File: src/rtl/bus_arbiter.sv
// Round-robin shared-bus arbiter with locked bursts capped by a starvation limit.
// State | meaning:  IDLE | plain round-robin  ;  OWN | owner_q holds a locked burst
module bus_arbiter #(
  parameter  int N        = 8,
  parameter  int NSRC     = 6,
  parameter  int MAX_LOCK = 4,
  localparam int IDW      = $clog2(NSRC)
) (
  input  logic              clk,
  input  logic              rst_n,
  input  logic [NSRC-1:0]   req,
  input  logic [NSRC-1:0]   lock,
  input  logic [NSRC*N-1:0] src_data,
  output logic [N-1:0]      bus_out,
  output logic              bus_valid,
  output logic [NSRC-1:0]   grant,
  output logic [IDW-1:0]    grant_id,
  output logic              locked
);
  localparam int CW = $clog2(MAX_LOCK + 1);
  localparam logic [CW-1:0]  LOCK_MAX = CW'(MAX_LOCK);
  localparam logic [IDW-1:0] LAST_ID  = IDW'(NSRC - 1);

  typedef enum logic {IDLE, OWN} state_t;

  state_t            state_q, state_d;
  logic [IDW-1:0]    owner_q, owner_d;
  logic [IDW-1:0]    ptr_q, ptr_d;
  logic [CW-1:0]     lock_cnt_q, lock_cnt_d;
  logic [N-1:0]      bus_q, bus_d;
  logic              valid_q, valid_d;
  logic [NSRC-1:0]   grant_q, grant_d;
  logic [IDW-1:0]    gid_q, gid_d;

  logic [NSRC-1:0]   owner_oh, cand, rot;
  logic              starve, owner_keeps, win;
  logic [IDW-1:0]    win_id;
  int                idx;

  always_comb begin
    owner_oh    = NSRC'(1) << owner_q;
    starve      = (state_q == OWN) && (lock_cnt_q == LOCK_MAX) && (|(req & ~owner_oh));
    owner_keeps = (state_q == OWN) && req[owner_q] && lock[owner_q] && !starve;
    cand        = starve ? (req & ~owner_oh) : req;
    // rotate so that bit 0 is the source at ptr; first set bit is the RR winner
    rot         = NSRC'({cand, cand} >> ptr_q);
    win         = 1'b0;
    win_id      = '0;
    idx         = 0;
    for (int k = 0; k < NSRC; k++) begin
      if (!win && rot[k]) begin
        win = 1'b1;
        idx = int'(ptr_q) + k;
        if (idx >= NSRC) idx = idx - NSRC;
        win_id = IDW'(idx);
      end
    end
    if (owner_keeps) begin
      win    = 1'b1;
      win_id = owner_q;
    end
  end

  always_comb begin
    state_d    = IDLE;
    owner_d    = owner_q;
    ptr_d      = ptr_q;
    lock_cnt_d = '0;
    bus_d      = '0;
    valid_d    = 1'b0;
    grant_d    = '0;
    gid_d      = '0;
    if (win) begin
      grant_d = NSRC'(1) << win_id;
      gid_d   = win_id;
      bus_d   = N'(src_data >> (int'(win_id) * N));
      valid_d = 1'b1;
      ptr_d   = (win_id == LAST_ID) ? '0 : win_id + 1'b1;
      if (lock[win_id]) begin
        state_d = OWN;
        owner_d = win_id;
        if (owner_keeps)
          lock_cnt_d = (lock_cnt_q == LOCK_MAX) ? lock_cnt_q : lock_cnt_q + 1'b1;
        else
          lock_cnt_d = CW'(1);
      end
    end
  end

  always_ff @(posedge clk) begin
    if (!rst_n) begin
      state_q    <= IDLE;
      owner_q    <= '0;
      ptr_q      <= '0;
      lock_cnt_q <= '0;
      bus_q      <= '0;
      valid_q    <= 1'b0;
      grant_q    <= '0;
      gid_q      <= '0;
    end else begin
      state_q    <= state_d;
      owner_q    <= owner_d;
      ptr_q      <= ptr_d;
      lock_cnt_q <= lock_cnt_d;
      bus_q      <= bus_d;
      valid_q    <= valid_d;
      grant_q    <= grant_d;
      gid_q      <= gid_d;
    end
  end

  assign bus_out   = bus_q;
  assign bus_valid = valid_q;
  assign grant     = grant_q;
  assign grant_id  = gid_q;
  assign locked    = (state_q == OWN);

endmodule

File: config.mk
export PLATFORM = sky130hd
export DESIGN_NAME = bus_arbiter
export DESIGN_NICKNAME = d
export VERILOG_FILES = /design/src/rtl/bus_arbiter.sv
export SDC_FILE = /design/constraint.sdc
export NUM_CORES = 1
export LEC_CHECK = 0
export CORE_UTILIZATION = 47
export CTS_BUF_LIST = sky130_fd_sc_hd__clkbuf_4 sky130_fd_sc_hd__clkbuf_8
export DETAILED_ROUTE_END_ITERATION = 6
export MAX_ROUTING_LAYER = met4
export PLACE_DENSITY = 0.8
export SLEW_MARGIN = 25
export SYNTH_ARGS = -nofsm -noshare
export SYNTH_HDL_FRONTEND = slang
export SYNTH_SLANG_ARGS = --single-unit
File: constraint.sdc
create_clock -name clk -period 4.84 [get_ports clk]
set_input_delay 1.21 -clock clk [delete_from_list [all_inputs] [get_ports clk]]
set_output_delay 1.21 -clock clk [all_outputs]
set_load 0.005 [all_outputs]
# After elaboration in Yosys (flattened, before gate mapping)
# Cells that the tools add are included.
# W data, S select, Z words.
[word_totals]
reg_bits = 28
input_bits = 62
out_inout_bits = 19
wordCells = 92
[op_classes]
add_sub_neg = 13
n_lt_le_gt_ge = 8
eq_ne = 3
shift = 4
muxes = 32
bitwise = 2
n_reduce_logical = 21
[op_table]
columns = ["operator", "count"]
rows = [
  ["$shr A48 B6 Y8", 1],
  ["$mux W3", 14],
  ["$ge A4 B3 Y1 const B", 5],
  ["$sub A3 B3 Y3 const B", 6],
  ["$mux W1", 14],
  ["$shl A1 B3 Y6 const A", 2],
  ["$shr A12 B3 Y6", 1],
  ["$logic_and A1 B1 Y1", 10],
  ["$bmux W1 S3", 3],
  ["$add A3 B2 Y4 const B", 2],
  ["$add A3 B3 Y4 const B", 2],
  ["$lt A3 B4 Y1 const B", 2],
  ["$add A3 B1 Y3 const B", 2],
  ["$and A6 B6 Y6", 1],
  ["$eq A3 B3 Y1 const B", 2],
  ["$logic_not A1 Y1", 6],
  ["$mux W6", 1],
  ["$not A6 Y6", 1],
  ["$reduce_or A6 Y1", 1],
  ["$add A3 B1 Y4 const B", 1],
  ["$reduce_and A2 Y1", 2],
  ["$reduce_and A4 Y1", 1],
  ["$ge A3 B3 Y1 const B", 1],
  ["$reduce_and A3 Y1", 1],
  ["$ne A2 B2 Y1 const B", 1],
]

# Longest topological paths before layout
# Gate-level depths: netlist (run 1).
[logic_depth]
ltp_word = 27
depth_mapped = 17
mapped_depth_nobuf = 14

# Worst setup path before layout (run 1)
# No wires, ideal clock.
[synth_timing]
path_kind = "input to register"
start = "input req[2]"
end = "register bus_q[0] (netlist: bus_out[0])"
setup_time_ns = 0.122
arrival_time_ns = 4.110
required_time_ns = 4.718
slack_ns = 0.608
stages = 14
path_buffers = 2
path_cell_list = "clkbuf_1 > mux2i_1 > a21oi_2 > nor4_1 > or3_4 > a211oi_2 > o21ai_2 > mux2_4 > o211a_4 > nor2_8 > buf_4 > mux2i_1 > mux2i_1 > a221o_1"
[synth_between]
elab_chain_len = 23
word_cells_on_any_way = 37
cone_classes = "shift: 2; mux: 17; bitwise: 1; reduce/logical: 17"
[synth_lines]
columns = ["element", "line", "source"]
rows = [
  ["start: declaration", "11", "input logic [NSRC-1:0] req,"],
  ["$and A6 B6 Y6", "42, 44", ""],
  ["$reduce_or A6 Y1", "42", "starve = (state_q == OWN) && (lock_cnt_q == LOCK_MAX) && (|(req & ~owner_oh));"],
  ["$logic_and A1 B1 Y1", "42", ""],
  ["$mux W6", "44", "cand = starve ? (req & ~owner_oh) : req;"],
  ["$shr A12 B3 Y6", "46", "rot = NSRC'({cand, cand} >> ptr_q);"],
  ["$mux W1", "51", "if (!win && rot[k]) begin"],
  ["$logic_not A1 Y1", "51", ""],
  ["$logic_and A1 B1 Y1", "51", ""],
  ["(+7 left out)", "-", ""],
  ["$logic_not A1 Y1", "51", ""],
  ["$logic_and A1 B1 Y1", "51", ""],
  ["$mux W1", "51", ""],
  ["$logic_not A1 Y1", "51", ""],
  ["$logic_and A1 B1 Y1", "51", ""],
  ["$mux W3 or $mux W1 (tied branches)", "51", ""],
  ["$mux W3 or $mux W1 (tied branches)", "58", "if (owner_keeps) begin"],
  ["$shr A48 B6 Y8 or $reduce_and A2 Y1 (tied branches)", "-", ""],
  ["end signal: assignment", "105", "bus_q <= bus_d;"],
  ["end: declaration", "30", "logic [N-1:0] bus_q, bus_d;"],
]
# Several ways; a longest one is shown, not always the timed one. The select of a mux whose other input is x is not followed.
# A chain may end at the register's enable or synchronous reset.

# Final worst setup path (run 1)
[layout_timing]
start = "input req[4]"
end = "register bus_q[3] (netlist: bus_out[3])"
# The elaborated chain is that of the path after synthesis.

==> impl_metrics.py, run 1 <==
metrics = {
    "timing": {
        "tightest_slew_ns": 0.756,
        "max_freq_mhz": 216,
        "rsz0062_at_grt": "false",
        "skew_ns": 0.0160,
        "hold_viol_final": 0,
        "slew_violations": 0,
        "maxSlewHeadroom_pct": 49.5,
        "period_minus_slack_ns": 4.63,
        "setup_viol": 0,
        "finalCritPeriodShare_pct": 95.7,
        "worst_slack_ns": 0.210,
    },
    "job": {
        "cap_violations": 0,
    },
    "layout": {
        "syn_to_final_growth_pct": 38.6,
        "fin_nets": 515,
        "final_cell_mix": "80 x clkdlybuf4s50_1, 37 x nand2_1, 29 x mux2i_1",
        "drive_gt1_share_pct": 14.5,
        "diodes": 0,
        "layout_commonest_cell": "clkdlybuf4s50_1",
        "nFillCells": 490,
    },
    "clock_network": {
        "clk_latency_ns": 0.28,
        "clkSlewWorstSetupHoldPaths_ns": 0.11,
        "root_buffer": "clkbuf_8",
        "tritoncts": "done",
        "ctsHoldBuffers": 0,
        "htree_levels": 1,
        "cts.path.max_buffers": 2,
        "post_cts_buffers": 0,
        "cts_inserted_buffers": 3,
        "clock-sinks": 28,
    },
    "critical_path": {
        "cp.arrival_ns": 4.79,
        "crit_top_cell": "mux2i_1",
        "max_stage_delay_ns": 0.59,
        "critPathTopFamily": "compound AO/OA/AOI/OAI gates",
        "worstSetupStartpointType": "input pin",
        "worstPathCellList": "clkdlybuf4s50_1, nor2_1, a211oi_1, nor4_2, buf_4, or2_2, o21ai_1, o21ai_2, mux2_4, o211a_4, nor2_8, buf_12, mux2i_1, mux2i_1, a221o_1",
        "crit_fanout": 8,
        "end_kind": "flop",
        "worst-path-buf-inv": 3,
        "cp.required_ns": 5.00,
        "crit_slowest_cell": "clkdlybuf4s50_1",
        "critPathKind": "in -> reg",
    },
    "synthesis": {
        "ys_seq_area_share_pct": 19.5,
        "ys_ff_latch": 28,
        "synthCells": 349,
        "synth_edf_count": 0,
        "syn_nets": 421,
        "ys_async_sr_fraction_pct": 0,
        "synth.area.top_cells": "dfxtp_1 19%, mux2i_1 10%, nand2_1 4.8%",
        "synthDominantCellAreaShare_pct": 19.5,
        "postSynthAreaPerCell_sq_um": 8.26,
        "ys.flop_type": "dfxtp_1",
        "yosys.area.top_type": "dfxtp_1",
        "synth.distinct_cells": 80,
        "ys_warn_count": 0,
        "syn_area_sq_um": 2880,
    },
    "global_route": {
        "grt_pass1_wl_mm": 14.1,
        "use_met1_pct": 33.5,
        "met2_usage_pct": 51.1,
        "grt_util_all_layers_pct": 29.0,
        "grt_pass1_vias": 3036,
        "met3_usage_pct": 3.18,
        "gr-max-usage-layer": "met2",
        "grt_max_degree": 20,
        "overflow": 0,
        "antenna_found_initial": 0,
    },
    "power_and_ir_drop": {
        "worst_ir_drop_vdd_v": 0.000450,
        "pwr_density_cell_nw_per_um2": 595,
        "power.total_mw": 2.38,
        "leakagePower_nw": 1.57,
    },
    "outcome": {
        "status": "finished, final reports clean",
    },
    "floorplan": {
        "row_count": 28,
        "die_h_um": 80.3,
        "core_area_sq_um": 5920,
        "die_x_um": 80.3,
        "ios": 81,
        "dieArea_sq_um": 6450,
        "start_util_pct": 48.7,
    },
    "detailed_routing": {
        "routed_via_density": 6.16,
        "via_count": 3187,
        "wl_per_cell_um": 17.1,
        "dr.pass1.iters": 5,
        "routed_wl_mm": 8.84,
        "drt_first_iter_violations": 336,
        "drcViolationCount": 0,
        "ant_nets": 0,
    },
    "placed_design": {
        "dpl.hpwl_mm": 6.85,
        "port_buffers": 80,
        "pre_cts_ws_ns": -0.0624,
        "place_congestion": 0.941,
    },
    "worst_hold_path": {
        "hp-class": "reg -> reg",
    },
}
## through the flow
step / TNS, ns / cells / instance area [sq um] / utilization (%) / hold slack (ns)
2_1_floorplan: 0 / 349 / 2880 / - / 0.473
3_3_place_gp: 0 / 513 / 3920 / 66.1 / 0.488
3_5_place_dp: -0.415 / 513 / 3920 / 66.1 / 0.536
4_1_cts: 0 / 517 / 3990 / 67.4 / 0.551
5_1_grt: 0 / 517 / 3990 / 67.5 / 0.586
6_report: 0 / 517 / 3990 / 67.5 / 0.549
## cell type report
cell class	count	area [sq um]	area share, %
multi-input cells	286	2150	53.9
flip-flops and latches	28	561	14.0
inverters	14	52.6	1.32
well taps	75	93.8	2.35
clock buffers	3	41.3	1.03
clock inverters	1	30.0	0.752
repair buffers	110	1060	26.6
## layer usage
| layer | vias to the layer above | wire [um] |
|---|---|---|
| met2 | 161 | 4500 |
| met3 | 35 | 474 |
| met5 | - | 0 |
| met4 | 0 | 264 |
| li1 | 1521 | - |
| met1 | 1470 | 3600 |
## cells in the mapped netlist (all sizes together), types with 3 or more instances
| cell | number |
|---|---|
| nand2 | 38 |
| mux2i | 29 |
| dfxtp | 28 |
| nor2 | 22 |
| buf | 16 |
| a21oi | 15 |
| inv | 13 |
| o21ai | 12 |
| a211oi | 11 |
| and2 | 10 |
| ha | 10 |
| a221o | 9 |
| nand3 | 9 |
| o211ai | 9 |
| a32o | 8 |
| and3 | 8 |
| nor2b | 8 |
| nand4 | 6 |
| nor4 | 6 |
| clkbuf | 5 |
| nor3 | 5 |
| nand2b | 4 |
| a2bb2oi | 3 |
| a31oi | 3 |
| nor3b | 3 |
| o2111ai | 3 |
| o21a | 3 |
| o221a | 3 |
| o22a | 3 |
| or2 | 3 |
| or3 | 3 |
| xnor2 | 3 |
| xor2 | 3 |
## worst min-delay path, stage by stage, from the launching register on
cell and delay, ns:
dfxtp_1 0.35, nand3_1 0.09, a21oi_1 0.07
## report_power, final
group / switching, mW / internal [mW]
Sequential: 0.0963 / 0.311
Combinational: 0.890 / 0.894
Clock: 0.0748 / 0.111
## sequential cells by signal, summed over array words and instances (netlist names)
name        count
locked          1
ptr_q           3
grant_id        3
owner_q         3
grant           6
bus_valid       1
lock_cnt_q      3
bus_out         8
## worst paths after layout
kind / startpoint / to / slack, ns / depth (start not counted)
worst max-delay path: req[4] / bus_out[3] / 0.21 / 15
worst min-delay path: lock_cnt_q[1] / lock_cnt_q[1] / 0.55 / 2
worst max register to register: owner_q[0] / owner_q[2] / 0.86 / 14
worst min register to register: lock_cnt_q[1] / lock_cnt_q[1] / 0.55 / 2
## cell families after synthesis
group | count (synthesis) | share of synthesized area, %
flops | 28 | 19.5
simple gates | 133 | 26.6
compound gates | 106 | 30.4
xor+xnor | 6 | 1.82
buf+inv | 35 | 6.08
mux | 31 | 11.4
fa+ha+maj | 10 | 4.34
## timing repair
action,CTS,global route
hold endpoints to repair,0,0
setup endpoints to repair,0,2
gates resized for setup,0,1
No activity file was read; power rests on OpenSTA's default activity.
==> run 2, diff against run 1 <==
- CORE_ASPECT_RATIO: unset -> 0.8
- CORE_MARGIN: unset -> 2
==> run 2 against run 1 <==
  * Sequential power fell by 1%
  * Clock power barely moved
  * Non-clock buffer count rose by 3
  * Cell area rose by 0.28%
  * Combinational power barely moved
  * Critical path depth did not move
  * Critical endpoint is now bus_out[2]
==> impl_metrics.py, run 2 (synthesis results as in run 1) <==
metrics = {
    "timing": {
        "rsz0062_at_grt": "false",
        "setup-tns-final_ns": 0,
        "finalCritPeriodShare_pct": 96.2,
        "max_freq_mhz": 215,
        "skew_ns": 0.00298,
        "tightest_slew_ns": 0.886,
        "slew_violations": 0,
        "maxSlewHeadroom_pct": 40.9,
        "setup_viol": 0,
        "period_minus_slack_ns": 4.66,
        "hold_viol_final": 0,
    },
    "global_route": {
        "grt_util_all_layers_pct": 27.5,
        "grt_pass1_vias": 3047,
        "antenna_found_initial": 0,
        "grt_max_degree": 26,
        "overflow": 0,
        "grt_pass1_wl_mm": 14.6,
    },
    "clock_network": {
        "htree_levels": 1,
        "cts.path.max_buffers": 2,
        "clkSlewWorstSetupHoldPaths_ns": 0.10,
        "root_buffer": "clkbuf_8",
        "ctsHoldBuffers": 0,
        "cts_inserted_buffers": 3,
        "clk_latency_ns": 0.28,
        "clock-sinks": 28,
        "post_cts_buffers": 0,
        "post_cts_resize_count": 0,
        "tritoncts": "done",
    },
    "power_and_ir_drop": {
        "pwr_density_cell_nw_per_um2": 597,
        "leakagePower_nw": 1.58,
        "worst_ir_drop_vdd_v": 0.000355,
    },
    "layout": {
        "finish.instance_area_sq_um": 4010,
        "final_cell_mix": "80 x clkdlybuf4s50_1, 37 x nand2_1, 31 x buf_4",
        "syn_to_final_growth_pct": 39.0,
        "largest_register_ffs": 8,
        "diodes": 0,
        "drive_gt1_share_pct": 14.8,
        "fin_nets": 518,
        "nFillCells": 471,
        "layout_commonest_cell": "clkdlybuf4s50_1",
    },
    "worst_hold_path": {
        "min_path_cells": 2,
        "hp-start": "lock_cnt_q[1]",
        "hp-class": "reg -> reg",
    },
    "critical_path": {
        "crit_fanout": 14,
        "r2r_cells": 12,
        "critPathKind": "in -> reg",
        "worstPathCellList": "clkdlybuf4s50_1, and4bb_1, a311o_1, and4_1, nor4_1, a32o_1, a21oi_1, buf_4, mux2_4, o211a_4, nor2_8, buf_12, mux2i_1, mux2i_1, a221o_1",
        "max_stage_delay_ns": 0.52,
        "end_kind": "flop",
        "cp.arrival_ns": 4.83,
        "crit_start": "req[5]",
        "crit_slowest_cell": "clkdlybuf4s50_1",
        "crit_top_cell": "mux2i_1",
        "cp.required_ns": 5.01,
        "worstSetupStartpointType": "input pin",
        "rr_startpoint": "ptr_q[1]",
    },
    "detailed_routing": {
        "via_count": 3138,
        "wl_per_cell_um": 17.3,
        "drcViolationCount": 0,
        "drt_first_iter_violations": 223,
        "ant_nets": 0,
        "routed_wl_mm": 9.09,
        "routed_via_density": 5.97,
        "dr.pass1.iters": 5,
    },
    "placed_design": {
        "place_congestion": 0.925,
        "port_buffers": 80,
        "placed_cell_area_sq_um": 3930,
        "dpl.hpwl_mm": 7.13,
    },
    "job": {
        "cap_violations": 0,
    },
    "floorplan": {
        "dieArea_sq_um": 6780,
        "die_h_um": 74.0,
        "ios": 81,
        "row_count": 25,
        "start_util_pct": 48.7,
        "die_x_um": 91.5,
        "core_area_sq_um": 5910,
    },
    "outcome": {
        "status": "finished, final reports clean",
    },
}
==> run 2: cell count changes in the layout (fill, tap and decap cells not counted) <==
cell    before  now
buf_12       3    2
nor4_2       1    0
nor4_1       4    5
buf_4       27   31
==> run 2: critical path, delay by kind of cell <==
kind	cells	cell delay, ns
compound gates	5	1.21
simple gates	4	0.97
buf+inv	3	0.84
mux	3	0.60
==> run 2: stage by stage <==
stage,std cells,hold slack [ns],power (mW),setup WS [ns],utilization (%)
finish,526,0.515,2.39,0.182,67.7
global route,526,0.576,2.56,0.0349,67.7
CTS,526,0.514,2.38,0.191,67.7
detailed placement,522,0.500,2.17,-0.0640,66.5
floorplan,349,0.473,1.59,0.608,-
global placement,522,0.489,2.13,0.0380,66.5
==> run 2: path summary, 6_finish.rpt <==
path	to	slack, ns
hold / removal	lock_cnt_q[1]	0.51
setup reg to reg	bus_out[2]	0.79
hold reg to reg	lock_cnt_q[1]	0.51
setup / recovery	bus_out[2]	0.18
==> run 2: area by class of cell <==
| cell class | count | area [sq um] | area share, % |
|---|---|---|---|
| clock buffers | 3 | 41.3 | 1.03 |
| clock inverters | 1 | 30.0 | 0.750 |
| inverters | 14 | 52.6 | 1.31 |
| multi-input cells | 286 | 2150 | 53.6 |
| flip-flops and latches | 28 | 561 | 14.0 |
| well taps | 81 | 101 | 2.53 |
| repair buffers | 113 | 1070 | 26.8 |
==> run 2: power breakdown <==
part | total [mW] | internal [mW] | switching [mW]
clock network | 0.185 | 0.111 | 0.0743
logic | 1.80 | 0.905 | 0.899
registers | 0.402 | 0.311 | 0.0907
==> run 2: layer usage <==
metal	part of all wire, %	global-route usage (%)	vias to the layer above
met1	45	36.2	1432
met4	1.3	4.38	0
met3	7.3	4.05	16
met2	46	46.0	150
li1	-	-	1540
met5	0	-	-
